**config.mk**
```make
export PLATFORM = sky130hd
export DESIGN_NAME = gost_decrypt
export DESIGN_NICKNAME = d
export VERILOG_FILES = /design/src/rtl/gost_decrypt_pkg.sv /design/src/rtl/gost_decrypt_round.sv /design/src/rtl/gost_decrypt.sv
export SDC_FILE = /design/constraint.sdc
export NUM_CORES = 1
export LEC_CHECK = 0
export CAP_MARGIN = 20
export CORE_MARGIN = 1
export CORE_UTILIZATION = 40
export DETAILED_ROUTE_END_ITERATION = 16
export RECOVER_POWER = 25
export SYNTH_ARGS = -nofsm -noshare
export SYNTH_HDL_FRONTEND = slang
export SYNTH_SLANG_ARGS = --single-unit
export TNS_END_PERCENT = 20
```
**constraint.sdc**
```tcl
create_clock -name clk -period 7.3 [get_ports clk]
set_input_delay 0.73 -clock clk [delete_from_list [all_inputs] [get_ports clk]]
set_output_delay 0.73 -clock clk [all_outputs]
set_load 0.03 [all_outputs]
```
**src/rtl/gost_decrypt_pkg.sv**
```systemverilog
// Shared constants, state encoding, Magma Pi tables and key-schedule helpers for the GOST decryption core.
package gost_decrypt_pkg;

    localparam int unsigned ROUNDS    = 32;
    localparam int unsigned BLK_W     = 64;
    localparam int unsigned KEY_W     = 256;
    localparam int unsigned WORD_W    = 32;
    localparam int unsigned CNT_W     = 5;
    localparam int unsigned ROL_AMT   = 11;
    localparam int unsigned DEC_SPLIT = 8;
    localparam int unsigned ENC_SPLIT = 24;

    typedef enum logic [1:0] {
        ST_IDLE = 2'd0,
        ST_RUN  = 2'd1,
        ST_DONE = 2'd2
    } state_e;

    // Magma Pi0..Pi7; row 0 substitutes the least significant nibble
    localparam logic [3:0] PI [8][16] = '{
        '{4'd12, 4'd4,  4'd6,  4'd2,  4'd10, 4'd5,  4'd11, 4'd9,  4'd14, 4'd8,  4'd13, 4'd7,  4'd0,  4'd3,  4'd15, 4'd1 },
        '{4'd6,  4'd8,  4'd2,  4'd3,  4'd9,  4'd10, 4'd5,  4'd12, 4'd1,  4'd14, 4'd4,  4'd7,  4'd11, 4'd13, 4'd0,  4'd15},
        '{4'd11, 4'd3,  4'd5,  4'd8,  4'd2,  4'd15, 4'd10, 4'd13, 4'd14, 4'd1,  4'd7,  4'd4,  4'd12, 4'd9,  4'd6,  4'd0 },
        '{4'd12, 4'd8,  4'd2,  4'd1,  4'd13, 4'd4,  4'd15, 4'd6,  4'd7,  4'd0,  4'd10, 4'd5,  4'd3,  4'd14, 4'd9,  4'd11},
        '{4'd7,  4'd15, 4'd5,  4'd10, 4'd8,  4'd1,  4'd6,  4'd13, 4'd0,  4'd9,  4'd3,  4'd14, 4'd11, 4'd4,  4'd2,  4'd12},
        '{4'd5,  4'd13, 4'd15, 4'd6,  4'd9,  4'd2,  4'd12, 4'd10, 4'd11, 4'd7,  4'd8,  4'd1,  4'd4,  4'd3,  4'd14, 4'd0 },
        '{4'd8,  4'd14, 4'd2,  4'd5,  4'd6,  4'd9,  4'd1,  4'd12, 4'd15, 4'd4,  4'd11, 4'd0,  4'd13, 4'd10, 4'd3,  4'd7 },
        '{4'd1,  4'd7,  4'd14, 4'd13, 4'd0,  4'd5,  4'd8,  4'd3,  4'd4,  4'd15, 4'd10, 4'd6,  4'd9,  4'd12, 4'd11, 4'd2 }
    };

    function automatic logic [3:0] s_box(input logic [2:0] row, input logic [3:0] x);
        return PI[row][x];
    endfunction

    // Zero-based subkey index for round r: ascending before the split, descending after it
    function automatic logic [2:0] key_sel(input logic [CNT_W-1:0] r, input logic enc);
        logic [CNT_W-1:0] split;
        split = enc ? CNT_W'(ENC_SPLIT) : CNT_W'(DEC_SPLIT);
        return (r < split) ? r[2:0] : (3'd7 - r[2:0]);
    endfunction

    // K1 lives in the top word of the key
    function automatic logic [WORD_W-1:0] key_word(input logic [KEY_W-1:0] key, input logic [2:0] sel);
        return WORD_W'(key >> {~sel, 5'd0});
    endfunction

endpackage

```
**src/rtl/gost_decrypt_round.sv**
```systemverilog
// Combinational Magma round function g(k,a) = ROL11(Pi(a + k)).
module gost_decrypt_round
    import gost_decrypt_pkg::*;
(
    input  logic [WORD_W-1:0] a_i,
    input  logic [WORD_W-1:0] k_i,
    output logic [WORD_W-1:0] g_c
);

    logic [WORD_W-1:0] sum;
    logic [WORD_W-1:0] sub;

    always_comb begin
        sum = a_i + k_i;
        sub = '0;
        for (int i = 0; i < 8; i++) begin
            sub[i*4 +: 4] = s_box(3'(i), sum[i*4 +: 4]);
        end
        g_c = (sub << ROL_AMT) | (sub >> (WORD_W - ROL_AMT));
    end

endmodule

```
**src/rtl/gost_decrypt.sv**
```systemverilog
// Iterative Magma decryption core, one Feistel round per clock, start/done handshake.
// Optional GOST_DEC_ENC_MODE_EN adds a mode input selecting the encryption key order.
module gost_decrypt
    import gost_decrypt_pkg::*;
(
    input  logic              clk,
    input  logic              rstn,
    input  logic              start,
    input  logic [KEY_W-1:0]  key,
    input  logic [BLK_W-1:0]  iblock,
    output logic              busy,
    output logic              done,
    output logic [BLK_W-1:0]  oblock
`ifdef GOST_DEC_ENC_MODE_EN
    ,
    input  logic              mode
`endif
);

    state_e              state_q, state_d;
    logic [CNT_W-1:0]    r_q, r_d;
    logic [KEY_W-1:0]    key_q, key_d;
    logic [WORD_W-1:0]   a1_q, a1_d;
    logic [WORD_W-1:0]   a0_q, a0_d;
    logic [BLK_W-1:0]    oblock_q, oblock_d;
    logic                busy_q, busy_d;
    logic                done_q, done_d;
    logic                enc_q, enc_d;
    logic                enc_in;
    logic [WORD_W-1:0]   rkey;
    logic [WORD_W-1:0]   g;

`ifdef GOST_DEC_ENC_MODE_EN
    assign enc_in = mode;
`else
    assign enc_in = 1'b0;
`endif

    assign rkey = key_word(key_q, key_sel(r_q, enc_q));

    gost_decrypt_round u_round (
        .a_i (a0_q),
        .k_i (rkey),
        .g_c (g)
    );

    always_ff @(posedge clk or negedge rstn) begin
        if (!rstn) begin
            state_q  <= ST_IDLE;
            r_q      <= '0;
            key_q    <= '0;
            a1_q     <= '0;
            a0_q     <= '0;
            oblock_q <= '0;
            busy_q   <= 1'b0;
            done_q   <= 1'b0;
            enc_q    <= 1'b0;
        end else begin
            state_q  <= state_d;
            r_q      <= r_d;
            key_q    <= key_d;
            a1_q     <= a1_d;
            a0_q     <= a0_d;
            oblock_q <= oblock_d;
            busy_q   <= busy_d;
            done_q   <= done_d;
            enc_q    <= enc_d;
        end
    end

    // DONE accepts start like IDLE so back-to-back blocks lose no cycle
    always_comb begin
        state_d  = state_q;
        r_d      = r_q;
        key_d    = key_q;
        a1_d     = a1_q;
        a0_d     = a0_q;
        oblock_d = oblock_q;
        enc_d    = enc_q;
        busy_d   = 1'b0;
        done_d   = 1'b0;
        unique case (state_q)
            ST_IDLE, ST_DONE: begin
                state_d = ST_IDLE;
                if (start) begin
                    state_d = ST_RUN;
                    key_d   = key;
                    a1_d    = iblock[BLK_W-1:WORD_W];
                    a0_d    = iblock[WORD_W-1:0];
                    enc_d   = enc_in;
                    r_d     = '0;
                    busy_d  = 1'b1;
                end
            end
            ST_RUN: begin
                if (r_q == CNT_W'(ROUNDS - 1)) begin
                    oblock_d = {g ^ a1_q, a0_q};
                    state_d  = ST_DONE;
                    done_d   = 1'b1;
                end else begin
                    a1_d   = a0_q;
                    a0_d   = g ^ a1_q;
                    r_d    = r_q + CNT_W'(1);
                    busy_d = 1'b1;
                end
            end
            default: state_d = ST_IDLE;
        endcase
    end

    assign busy   = busy_q;
    assign done   = done_q;
    assign oblock = oblock_q;

endmodule
```
### Yosys cells after proc, flatten, opt, wreduce, memory -nomap -nowiden

Memories as Yosys holds them, arrays and structs flattened.
Cells that the tools add are included.

| storage, ports and cells | value |
|---|---|
| register bits | 393 |
| bits in read-only memories | 512 |
| bits of input ports | 323 |
| output and inout port bits | 66 |
| word-level logic and storage cells | 86 |
| memories | 8 |

Memories:

| memory | words | width | read ports | clocked after Yosys merged registers in | wr ports | RTL line | text |
|---|---|---|---|---|---|---|---|
| (name not given) | 16 | 4 | 1 | 0 | 0 | gost_decrypt_pkg.sv:32 | `return PI[row][x];` |
| (name not given) | 16 | 4 | 1 | 0 | 0 | gost_decrypt_pkg.sv:32 |  |
| (name not given) | 16 | 4 | 1 | 0 | 0 | gost_decrypt_pkg.sv:32 |  |
| (name not given) | 16 | 4 | 1 | 0 | 0 | gost_decrypt_pkg.sv:32 |  |
| (name not given) | 16 | 4 | 1 | 0 | 0 | gost_decrypt_pkg.sv:32 |  |
| (name not given) | 16 | 4 | 1 | 0 | 0 | gost_decrypt_pkg.sv:32 |  |
| 2 more memories | n/a | n/a | n/a | n/a | n/a | n/a |  |

| operators by class | value |
|---|---|
| add/sub/neg operators | 3 |
| order comparisons | 9 |
| equal/unequal tests | 6 |
| shift operators | 1 |
| mux-type cells | 34 |
| bitwise operators | 11 |
| reduce and logical (&&, ||, !) cells | 6 |

Operators with widths:

| kind | count |
|---|---|
| 256-bit by 8-bit >> shifter with 32-bit output | 1 |
| 32-bit two-way mux | 4 |
| 32-bit case mux with 2 select lines | 2 |
| 4-bit two-way mux | 16 |
| 5-bit >= comparator, second input constant | 8 |
| 4-bit inverter with 5-bit output | 8 |
| 32-bit adder | 1 |
| 32-bit by 11-bit bitwise OR with 32-bit output | 1 |
| 32-bit bitwise XOR | 1 |
| 5-bit two-way mux | 2 |
| 5-bit case mux with 2 select lines | 1 |
| 2-bit != test, second input constant | 3 |
| 5-bit by 1-bit adder with 5-bit output, second input constant | 1 |
| 5-bit equality test, second input constant | 1 |
| 5-bit by 4-bit < comparator with 1-bit output, second input constant | 1 |
| 1-bit two-way mux | 5 |
| 2-bit case mux with 2 select lines | 1 |
| 2-bit AND reduction | 2 |
| 3-bit two-way mux | 1 |
| 3-bit inverter | 1 |
| 3-bit AND reduction | 1 |
| 3-bit subtractor, first input constant | 1 |
| 2-bit by 1-bit equality test with 1-bit output, second input constant | 1 |
| 2-bit equality test, second input constant | 1 |
| other kinds (5) | 5 |

### Logic depth before layout (Yosys ltp)

| logic depth | value |
|---|---|
| word-level depth | 13 |
| mapped depth | 25 |

### By module

A second synthesis with hierarchy kept.

| unflattened totals | value |
|---|---|
| cell total of the unflattened synthesis | 1,994 |
| area, all modules | 22,280.1 µm² |

By module, submodules not included:

| module | instances | cells an instance | area each (µm²) |
|---|---|---|---|
| gost_decrypt | 1 | 1,572 | 19,150.9 |
| gost_decrypt_round | 1 | 422 | 3,129.3 |

### Least setup slack after synthesis

Ideal clock, no wire load.

| path | value |
|---|---|
| path kind | flip-flop to flip-flop |
| start point | reg r_q[3] |
| end point | reg a0_q[31] |
| arrival time | 5.594 ns |
| data required time | 7.164 ns |
| slack | 1.570 ns |
| stages on the path, launching flop included | 23 |
| path buffers | 3 |
| period minus slack after synthesis | 5.730 ns |
| path through | dfrtp_1 > clkbuf_2 > nor2_1 > buf_2 > xnor2_1 > clkbuf_1 > mux4_2 > mux2_2 > ha_1 > fa_1 > a21o_1 > o21ai_1 > a31o_1 > o211ai_1 > a21oi_1 > xor2_1 > inv_1 > ha_1 > mux4_2 > xnor2_1 > nor2_1 > a21oi_1 > o21ai_0 |

| between the ends | value |
|---|---|
| longest elaborated chain between the ends | 13 |

RTL lines:

| element | RTL line | text |
|---|---|---|
| start: declaration | gost_decrypt.sv:21 | `logic [CNT_W-1:0] r_q, r_d;` |
| start signal: assignment | gost_decrypt.sv:60 | `r_q <= r_d;` |
| 5-bit by 4-bit < comparator with 1-bit output | gost_decrypt_pkg.sv:39 | `return (r < split) ? r[2:0] : (3'd7 - r[2:0]);` |
| 3-bit two-way mux | gost_decrypt_pkg.sv:39 |  |
| 3-bit inverter | gost_decrypt_pkg.sv:44 | `return WORD_W'(key >> {~sel, 5'd0});` |
| 256-bit by 8-bit >> shifter with 32-bit output | gost_decrypt_pkg.sv:44 |  |
| 32-bit adder | gost_decrypt_round.sv:14 | `sum = a_i + k_i;` |
| 4-bit inverter with 5-bit output (implied by the code) | gost_decrypt_pkg.sv:32 |  |
| memory 16 x 4 bit | n/a |  |
| 4-bit two-way mux (implied by the code) (2 in a row) | gost_decrypt_pkg.sv:32 |  |
| 32-bit by 11-bit bitwise OR with 32-bit output | gost_decrypt_round.sv:19 | `g_c = (sub << ROL_AMT) \| (sub >> (WORD_W - ROL_AMT));` |
| 32-bit bitwise XOR | gost_decrypt.sv:102 | `a0_d = g ^ a1_q;` |
| 32-bit two-way mux | gost_decrypt.sv:96 | `if (r_q == CNT_W'(ROUNDS - 1)) begin` |
| 32-bit case mux with 2 select lines | gost_decrypt.sv:82 | `unique case (state_q)` |
| end signal: assignment | gost_decrypt.sv:53 | `a0_q <= '0;` |
| end signal: assignment | gost_decrypt.sv:63 | `a0_q <= a0_d;` |
| end: declaration | gost_decrypt.sv:24 | `logic [WORD_W-1:0] a0_q, a0_d;` |

Several ways; a longest one is shown, not always the timed one. The select of a mux whose other input is x is not followed.
A chain may end at the register's enable or synchronous reset.

### Worst setup path in the final report

| path | value |
|---|---|
| start point | reg r_q[3] |
| end point | reg a0_q[7] |

Same word-level chain as after synthesis.

==> out/qor.yml <==
synthesis:
  ys_ff_latch: 393
  synth_top_area_share_pct: 47.8
  synth.net_count: 2628
  ys.flop_type: "dfrtp_1"
  synth_warnings: 0
  synth_edf_count: 0
  post_synth_num_cell_types: 72
  synth_area_um2: 20600
  synth_top_cell_by_area: "dfrtp_1"
  synthArstFlopShare_pct: 100
  ys_seq_area_share_pct: 47.8
  synthCells: 2233
  avgSynthCellArea_um2: 9.21
  netlist_top_cells_area: "dfrtp_1, nand2_1, mux4_2, ha_1, mux2_2"
die:
  dieArea_um2: 52300
  start_util_pct: 40.8
  rows: 82
  die_x_um: 229
  die-height_um: 229
  ios: 389
  core_area_um2: 50400
sta:
  rsz0062_at_grt: "no"
  fin_crit_ns: 6.03
  final_max_slew_viol_count: 113
  tightest_slew_ns: 5.33
  fmax_mhz: 166
  finalClockSkew_ns: 0.0232
  setup_viol: 0
  tns_ns: 0
  hold_viol_final: 0
  max_slew_margin_pct: -255
  finalCritPeriodShare_pct: 82.6
run_status:
  violations: "capacitance limit, slew limit"
  status: "complete, but fails checks"
global_route:
  grt_pass1_vias: 17013
  globalRouteOverflowTotal: 0
  antenna_found_initial: 4
  grtUsageTotal_pct: 24.8
  global_route.usage.met1_pct: 36.6
  grt_max_degree: 210
  grt.busiest_layer: "met2"
  grt_use_met3_pct: 3.94
  grt_first_pass_wirelength_mm: 100
  grt_use_met2_pct: 37.8
worst_setup_path:
  criticalPathCategory: "reg -> reg"
  critPathArrivalTime_ns: 6.49
  start_kind: "flip-flop"
  required_ns: 7.76
  worst_setup_path_end_kind: "flip-flop"
  path_max_fanout: 50
final_layout:
  layout-drive-gt1-share_pct: 9.42
  fin_nets: 2946
  insertedDiodeCount: 0
  syn_to_final_growth_pct: 28.3
  final_core_util_pct: 52.3
cts:
  cts_tree: "yes"
  clkTransAtPathRegs_ns: 0.06
  root_buffer: "clkbuf_16"
  h-tree-depth: 2
  cts_post_setup_buffers_inserted: 0
  clkSinkCount: 393
  clockBufferDepth: 3
  ctsHoldBuffers: 0
  cts_buffers: 43
  post_cts_resized: 0
  clock_latency_ns: 0.59
worst_hold_path:
  hold_class: "reg -> reg"
routing:
  drt_pass1_iterations: 6
  ant_nets: 0
  totalWireLength_mm: 64.5
  detail_route.vias_per_cell: 5.26
  wl_per_cell_um: 19.8
  drc: 0
  dr.first_iter.drc_count: 1342
  vias: 17090
placement:
  gp_congestion: 0.884
  portBuffers: 388
  dp_hpwl_mm: 47.4
flow_run:
  drv_cap: 1
-- kinds of logic after synthesis --
family / share of synthesized area (%)
flops: 47.8
simple gates: 22.0
fa+ha+maj: 4.42
xor+xnor: 2.93
mux: 12.2
compound gates: 7.43
buf+inv: 3.18
-- synth_stat cells, drive strengths merged, types with 2 or more instances --
| master | instances |
|---|---|
| nand2b | 6 |
| ha | 71 |
| buf | 10 |
| xnor2 | 41 |
| a21o | 14 |
| clkbuf | 121 |
| o211ai | 6 |
| nand3b | 2 |
| mux2 | 68 |
| o22ai | 3 |
| dfrtp | 393 |
| nand4 | 7 |
| nor4 | 9 |
| or4b | 2 |
| nor2b | 4 |
| inv | 35 |
| nor2 | 84 |
| o21ai | 78 |
| mux4 | 72 |
| nand2 | 943 |
| a31o | 2 |
| o31ai | 3 |
| mux2i | 12 |
| and3 | 11 |
| nand3 | 20 |
| and2 | 5 |
| a31oi | 37 |
| o21bai | 2 |
| o41a | 2 |
| o32ai | 6 |
| a221o | 2 |
| or3 | 8 |
| xor2 | 27 |
| a211oi | 5 |
| a21oi | 71 |
| nor3 | 23 |
| a22oi | 2 |
| o21a | 7 |
-- sequential cells by signal, indices dropped and copies added (netlist names) --
register	count
r_q	5
a1_q	32
a0_q	32
done	1
state_q	2
key_q	256
busy	1
oblock	64
-- worst paths after layout --
check / startpoint / endpoint / slack, ns / depth (start not counted)
max reg2reg: r_q[3]$_DFFE_PN0P_ / a0_q[7]$_DFFE_PN0P_ / 1.27 / 21
max: r_q[3]$_DFFE_PN0P_ / a0_q[7]$_DFFE_PN0P_ / 1.27 / 21
min in group asynchronous: rstn / oblock[47]$_DFFE_PN0P_ / 2.31 / 1
min reg2reg: key_q[6]$_DFFE_PN0P_ / key_q[6]$_DFFE_PN0P_ / 0.47 / 2
max in group asynchronous: rstn / key_q[85]$_DFFE_PN0P_ / 1.51 / 2
min: key_q[6]$_DFFE_PN0P_ / key_q[6]$_DFFE_PN0P_ / 0.47 / 2
-- metrics by stage --
step	hold slack, ns	setup WS, ns	cell area (um2)	std cells
after global routing	0.479	0.414	26400	3252
after detailed placement	0.457	1.30	25000	3178
final	0.467	1.27	26400	3252
after floorplan	0.434	1.57	20600	2233
after CTS	0.208	1.28	26400	3252
after global placement	0.453	1.49	25000	3178
-- worst max-delay path, cell delays in order, from the launching register on --
cell      delay (ns)
dfrtp_1         0.48
nor2_1          0.08
buf_4           0.20
xnor2_2         0.26
buf_12          0.36
mux4_2          0.62
mux2_2          0.33
ha_1            0.34
and2_1          0.24
nand3_1         0.13
a21oi_1         0.36
nor4_4          0.12
o31ai_1         0.37
a211oi_1        0.15
xnor2_1         0.57
inv_1           0.19
ha_1            0.27
inv_1           0.06
mux2i_1         0.06
o211ai_1        0.28
mux2i_1         0.22
nand3_1         0.09
-- layout by cell type, fill, tap and decap left out, types with 3 or more instances in the layout --
master	synthesis	routed
nand2b_1	6	4
dfrtp_1	393	393
a211oi_1	4	4
nand2_1	943	942
clkbuf_1	120	11
nor2_1	84	83
nand3_1	20	20
and2_1	5	5
o21ai_0	73	73
ha_1	71	71
nor4_1	7	7
o21a_1	7	7
a21oi_1	70	70
o211ai_1	6	6
o32ai_1	6	6
and3_1	10	10
xnor2_1	41	38
a21o_1	14	14
clkbuf_8	0	10
nor3_1	22	22
o21ai_1	5	5
a31oi_1	37	37
clkdlybuf4s50_1	0	387
mux2_2	68	68
mux2i_1	12	12
or3_1	6	6
xnor2_2	0	3
buf_4	0	9
buf_12	0	5
nand4_1	7	7
clkbuf_16	0	43
xor2_1	26	26
mux4_2	72	72
clkinv_2	0	5
inv_1	35	34
-- cell type report --
type,count,area [um2]
Timing Repair Buffer,404,4060
Inverter,36,135
Fill cell,4621,24000
Multi-Input combinational cell,1673,10100
Clock buffer,64,1250
Clock inverter,10,111
Tap cell,672,841
Sequential cell,393,9830
-- layer usage --
| layer | routed length, um | part of all wire [%] |
|---|---|---|
| met5 | 50 | 0.077 |
| met4 | 1380 | 2.1 |
| met3 | 3790 | 5.9 |
| met2 | 28900 | 45 |
| met1 | 30400 | 47 |
Power is not shown: default switching activity piles up to over one toggle a cycle in this logic, so the estimate is an artifact.
